--- src/rtl/pipeline_hazard_ctrl.sv ---
// Pipeline hazard controller: load-use bubbles, divider stalls, redirect flushes.
// Define PIPELINE_HAZARD_CTRL_PERF_CNT_EN to build the stall/redirect counters.
module pipeline_hazard_ctrl #(
   parameter int CNT_W = 32
) (
   input  logic             clk,
   input  logic             rst,
   input  logic [4:0]       id_rs1,
   input  logic [4:0]       id_rs2,
   input  logic             id_uses_rs1,
   input  logic             id_uses_rs2,
   input  logic [4:0]       ex_rd,
   input  logic             ex_mem_read,
   input  logic             ex_redirect,
   input  logic             ex_md_valid,
   input  logic             md_done,
   output logic             if_pc_en,
   output logic             if_id_en,
   output logic             id_ex_en,
   output logic             ex_mem_en,
   output logic             if_id_flush,
   output logic             id_ex_flush,
   output logic             ex_mem_flush,
   output logic             md_start,
   output logic [1:0]       ctrl_state,
   output logic [CNT_W-1:0] stall_count,
   output logic [CNT_W-1:0] redirect_count
);

   typedef enum logic [1:0] {
      RUN      = 2'd0,
      MD_WAIT  = 2'd1,
      REDIRECT = 2'd2
   } state_t;

   state_t state_q;
   state_t state_d;
   logic   load_use;
   logic   rs1_hit;
   logic   rs2_hit;

   assign rs1_hit  = id_uses_rs1 && (id_rs1 == ex_rd);
   assign rs2_hit  = id_uses_rs2 && (id_rs2 == ex_rd);
   assign load_use = ex_mem_read && (ex_rd != 5'd0) && (rs1_hit || rs2_hit);

   always_ff @(posedge clk) begin
      if (rst) begin
         state_q <= RUN;
      end else begin
         state_q <= state_d;
      end
   end

   always_comb begin
      state_d = RUN;
      case (state_q)
         RUN: begin
            if (ex_redirect) begin
               state_d = REDIRECT;
            end else if (ex_md_valid) begin
               state_d = MD_WAIT;
            end else begin
               state_d = RUN;
            end
         end
         MD_WAIT: begin
            state_d = md_done ? RUN : MD_WAIT;
         end
         REDIRECT: begin
            state_d = RUN;
         end
         default: begin
            state_d = RUN;
         end
      endcase
   end

   always_comb begin
      if_pc_en     = 1'b1;
      if_id_en     = 1'b1;
      id_ex_en     = 1'b1;
      ex_mem_en    = 1'b1;
      if_id_flush  = 1'b0;
      id_ex_flush  = 1'b0;
      ex_mem_flush = 1'b0;
      md_start     = 1'b0;
      if (rst) begin
         if_pc_en  = 1'b0;
         if_id_en  = 1'b0;
         id_ex_en  = 1'b0;
         ex_mem_en = 1'b0;
      end else begin
         case (state_q)
            RUN: begin
               if (ex_redirect) begin
                  if_id_flush = 1'b1;
                  id_ex_flush = 1'b1;
               end else if (ex_md_valid) begin
                  md_start     = 1'b1;
                  if_pc_en     = 1'b0;
                  if_id_en     = 1'b0;
                  id_ex_en     = 1'b0;
                  ex_mem_flush = 1'b1;
               end else if (load_use) begin
                  if_pc_en    = 1'b0;
                  if_id_en    = 1'b0;
                  id_ex_flush = 1'b1;
               end
            end
            MD_WAIT: begin
               if (!md_done) begin
                  if_pc_en     = 1'b0;
                  if_id_en     = 1'b0;
                  id_ex_en     = 1'b0;
                  ex_mem_flush = 1'b1;
               end
            end
            // registered imem still presents the wrong-path word here
            REDIRECT: begin
               if_id_flush = 1'b1;
            end
            default: begin
            end
         endcase
      end
   end

   assign ctrl_state = state_q;

`ifdef PIPELINE_HAZARD_CTRL_PERF_CNT_EN
   logic [CNT_W-1:0] stall_q;
   logic [CNT_W-1:0] redir_q;
   logic             enter_redir;

   assign enter_redir = (state_q != REDIRECT) && (state_d == REDIRECT);

   always_ff @(posedge clk) begin
      if (rst) begin
         stall_q <= '0;
         redir_q <= '0;
      end else begin
         if (!if_pc_en && (stall_q != '1)) begin
            stall_q <= stall_q + CNT_W'(1);
         end
         if (enter_redir && (redir_q != '1)) begin
            redir_q <= redir_q + CNT_W'(1);
         end
      end
   end

   assign stall_count    = stall_q;
   assign redirect_count = redir_q;
`else
   assign stall_count    = '0;
   assign redirect_count = '0;
`endif

endmodule

--- config.mk ---
export PLATFORM = sky130hd
export DESIGN_NAME = pipeline_hazard_ctrl
export DESIGN_NICKNAME = d
export VERILOG_FILES = /design/src/rtl/pipeline_hazard_ctrl.sv
export SDC_FILE = /design/constraint.sdc
export NUM_CORES = 1
export LEC_CHECK = 0
export ABC_AREA = 1
export BUFFER_PORTS_ARGS = -buffer_cell sky130_fd_sc_hd__buf_4
export CAP_MARGIN = 25
export CORE_MARGIN = 1
export CORE_UTILIZATION = 37
export CTS_BUF_LIST = sky130_fd_sc_hd__clkbuf_8 sky130_fd_sc_hd__clkbuf_16
export DETAILED_ROUTE_END_ITERATION = 10
export HOLD_SLACK_MARGIN = 0.1
export PLACE_DENSITY = 0.9
export SLEW_MARGIN = 10
export SYNTH_ARGS = -nofsm -noshare
export SYNTH_HDL_FRONTEND = slang
export SYNTH_SLANG_ARGS = --single-unit
--- constraint.sdc ---
create_clock -name clk -period 2.85 [get_ports clk]
set_clock_uncertainty 0.1 [all_clocks]
set_input_delay 0.285 -clock clk [delete_from_list [all_inputs] [get_ports clk]]
set_output_delay 0.285 -clock clk [all_outputs]
set_load 0.005 [all_outputs]
; ---- After elaboration in Yosys (flattened, before gate mapping)
; Index checks and enable logic that the tools add are counted.
[word_totals]
regBits = 2
input_bits = 23
output_inout_bits = 74
[op_classes]
n_eq_ne = 4
mux = 30
n_reduce_logical = 7
[op_table]
columns = op, count
row1 = 1-bit 2-to-1 mux, 24
row2 = 5-bit == test, 2
row3 = 1-bit case mux with 2 select lines, 4
row4 = 5-bit nonzero test, 1
row5 = 1-bit logical AND, 4
row6 = 2-bit case mux with 2 select lines, 1
row7 = "2-bit by 1-bit == test with 1-bit output, second input constant", 1
row8 = "2-bit == test, second input constant", 1
row9 = 2-bit logical NOT, 1
row10 = 2-bit 2-to-1 mux, 1
row11 = 1-bit logical OR, 1

; ---- Logic depth before layout (Yosys ltp)
[depth]
ltp_word = 9
mapped_depth = 10
ltp_nobuf = 9

; ---- Worst setup path after synthesis
; No wires, ideal clock.
[synth_path]
path_kind = register to output
start = register state_q[0] (netlist: ctrl_state[0])
end = output if_pc_en
arrival_ns = 1.098
required_ns = 2.465
slack_ns = 1.367
stages_incl_launch_ff = 7
path_buffers = 1
cell_sequence = dfxtp_1 -> or3b_4 -> nand2_2 -> nor2_2 -> nand2_1 -> inv_1 -> buf_4
[synth_between]
elab_chain_len = 3
elab_cells_between_ends = 4
classes_between = 1 x eq/ne / 2 x mux / 1 x reduce/logical
[synth_lines]
columns = item, line
row1 = "start, declared", 36  ; state_t state_q;
row2 = "start signal, assigned", 50  ; state_q <= state_d;
row3 = 2-bit by 1-bit == test with 1-bit output or 2-bit logical NOT (tied branches), n/a
row4 = 1-bit case mux with 2 select lines *, n/a
row5 = 1-bit 2-to-1 mux *, n/a
row6 = "end, declared", 17  ; output logic if_pc_en,
; Mark *: on every way between the ends. The rest lies on a longest branch, timed or not.

; ---- Final worst setup path
[layout_path]
start = register state_q[0] (netlist: ctrl_state[0])
end = output if_pc_en
[layout_between]
elab_chain_len = 3
elab_cells_between_ends = 4
classes_between = 1 x eq/ne / 2 x mux / 1 x reduce/logical
[layout_lines]
columns = item, line
row1 = 2-bit by 1-bit == test with 1-bit output or 2-bit logical NOT (tied branches), 93  ; case (state_q)
row2 = 1-bit case mux with 2 select lines *, 93
row3 = 1-bit 2-to-1 mux *, 87  ; if (rst) begin
; Marks and branches as above.

==> flow_metrics.tcl <==
set metrics [dict create \
    path_clk_slew_ns 0.03 \
    post_dp_cell_area_um2 877 \
    status "completed" \
    root_buffer_selected_by_cts "clkbuf_8" \
    floorplan.core_area_um2 2190 \
    max_freq_mhz 588 \
    place.detailed.instances 204 \
    powerDensity_nw_per_um2 261 \
    layout.cell_area.non_filler_um2 918 \
    drc 0 \
    fin_crit_ns 1.70 \
    holdCritPathClass "in2reg" \
    drt.antenna.violating_nets 0 \
    global_route.overflow_total 0 \
    post_synth_edffs 0 \
    crit_fanout 5 \
    finalWeightedCongestion 0.682 \
    synthTopCellsByCount "buf_4 (65), nand2_1 (31), inv_1 (18)" \
    global_route_wire_length_before_repair_mm 2.00 \
    drtIter0Drc 24 \
    cts_setup_buffers 0 \
    vias_in_the_first_global_route 527 \
    yosys-mux-area-fraction_pct 0 \
    clkLatencyLatePin_ns 0.21 \
    synth_top_family_by_area "buffers and inverters" \
    std_cell_rows 17 \
    async_reset_ff_share_pct 0 \
    cts-buffers-inserted 3 \
    num-fill-cells 241 \
    synth_area_leaders "buf_4 (57%), nand2_1 (14%), inv_1 (7.9%), nor2_1 (6.2%), dfxtp_1 (4.7%)" \
    initial_core_util_pct 38.9 \
    design_power_total_mw 0.240 \
    synth_sequential_area_ratio_pct 4.69 \
    synth.yosys.warnings 0 \
    route.detailed.vias_per_inst 3.48 \
    cts.htree.levels 1 \
    largest_register_ffs 2 \
    max-clock-path-buffers 2 \
    setup_viol 0 \
    arrival_time_at_the_worst_endpoint_ns 1.32 \
    synth_fa_ha_area_share_pct 0 \
    postCtsResizedCells 0 \
    chipWidth_um 50.0 \
    final_net_count 204 \
    number_of_standard_cells_after_synthesis 146 \
    total_number_of_vias 720 \
    area.growth.synth_to_final_pct 7.62 \
    cts.hold.buffers_added 0 \
    synth_simple_gate_area_share_pct 27.4 \
    maximum_number_of_pins_on_one_net_before_global_route_repair 7 \
    antenna_diode_count 0 \
    post_synth_xor_area_fraction_pct 0 \
    final_cycle_share_pct 59.7 \
    first_drt_pass_iteration_count 6 \
    timing.final.hold_violations 0 \
    setup_repair_after_global_routing_missed_its_margin "no" \
    floorplan.die_area_um2 2500 \
    final.setup.tns_ns 0 \
    drv.max_cap_violation_count 0 \
    layout-drive-gt1-share_pct 21.8 \
    number_of_antenna_violations_at_the_first_check_in_global_routing 0 \
    whs_ns 0.204 \
    worst_vdd_ir_mv 0.228 \
    startpoint_type "flip-flop" \
    maxSlewViolCount 0 \
    synth.largest_area_cell "buf_4" \
    die_y_um 50.0 \
    clkSinkCount 2 \
    endpoint_kind "output port" \
    synth_seq_cells 2 \
    synthMostInstantiatedCell "buf_4" \
    synth_cell_type_count 13 \
    final-instance-count-excl-fill 207 \
    detailedPlacementHpwl_mm 1.17 \
    post-synth-top-area-fraction_pct 57.2 \
    top_level_ports 97 \
    crit_required_ns 2.47 \
    postRouteWirelength_mm 1.33 \
    area_fraction_in_compound_gates_after_synthesis_pct 2.35 \
    synthFlopType "dfxtp_1" \
    leakagePower_nw 0.644 \
    detail_route.wl_per_cell_um 6.43 \
    grt_use_total_pct 10.3 \
    numPortBuffers 32 \
    synth.cell_area_um2 853 \
    worst-setup-path-type "reg2out" \
    cts_tree "yes" \
    syn_area_per_cell_um2 5.84 \
]
-- cells by family after synthesis --
group	count (synthesis)
other cells	1
simple gates	56
flops	2
compound gates	4
buf+inv	83
-- worst max-delay path: stages, from the launching register on --
cell and delay (ns):
dfxtp_1 0.37, or3b_4 0.42, nand2_2 0.07, nor2_2 0.04
nand2_1 0.05, inv_1 0.04, buf_4 0.12
-- cell usage in the layout (no fill, tap or decap) --
| cell | n |
|---|---|
| nor2_2 | 1 |
| clkbuf_8 | 3 |
| inv_1 | 18 |
| buf_4 | 32 |
| nand2_2 | 2 |
| nand3_1 | 5 |
| a21oi_1 | 2 |
| nand2_1 | 31 |
| conb_1 | 64 |
| o21ai_0 | 2 |
| dfxtp_1 | 2 |
| nor3_1 | 2 |
| or3b_4 | 1 |
| nor2_1 | 14 |
-- where the power goes --
part | total, mW | leakage [nW] | switching (mW) | internal [mW]
Clock | 0.109 | 0.0216 | 0.0198 | 0.0891
Combinational | 0.0991 | 0.606 | 0.0552 | 0.0438
Sequential | 0.0318 | 0.0165 | 0.00188 | 0.0300
-- per-stage QoR --
stage,setup slack (ns),util [%]
detailed placement,1.30,40.0
CTS,1.14,41.9
global placement,1.25,40.0
global route,1.01,41.9
floorplan,1.37,-
finish,1.15,41.9
-- metal layers --
layer	global-route usage [%]	up-vias	part of all wire, %	routed length [µm]
met5	0	-	0	0
met4	4.29	0	0	0
met3	2.16	0	12	164
met2	18.9	55	50	667
met1	11.1	296	38	499
li1	-	369	-	-
-- layout make-up --
type | count | area (µm²) | share of cell area (%)
Inverter | 18 | 67.6 | 7.36
Tap cell | 28 | 35.0 | 3.81
Clock buffer | 3 | 41.3 | 4.50
Sequential cell | 2 | 40.0 | 4.36
Multi-Input combinational cell | 124 | 494 | 53.8
Timing Repair Buffer | 32 | 240 | 26.2
-- worst paths after layout --
| path | from | to | slack [ns] | cells after the start |
|---|---|---|---|---|
| worst max register to register | ctrl_state[0] | ctrl_state[0] | 1.73 | 2 |
| worst min register to register | ctrl_state[0] | ctrl_state[1] | 0.53 | 3 |
| worst max-delay path | ctrl_state[0] | if_pc_en | 1.15 | 6 |
| worst min-delay path | rst | ctrl_state[0] | 0.20 | 2 |
No activity file was read; power rests on OpenSTA's default activity.
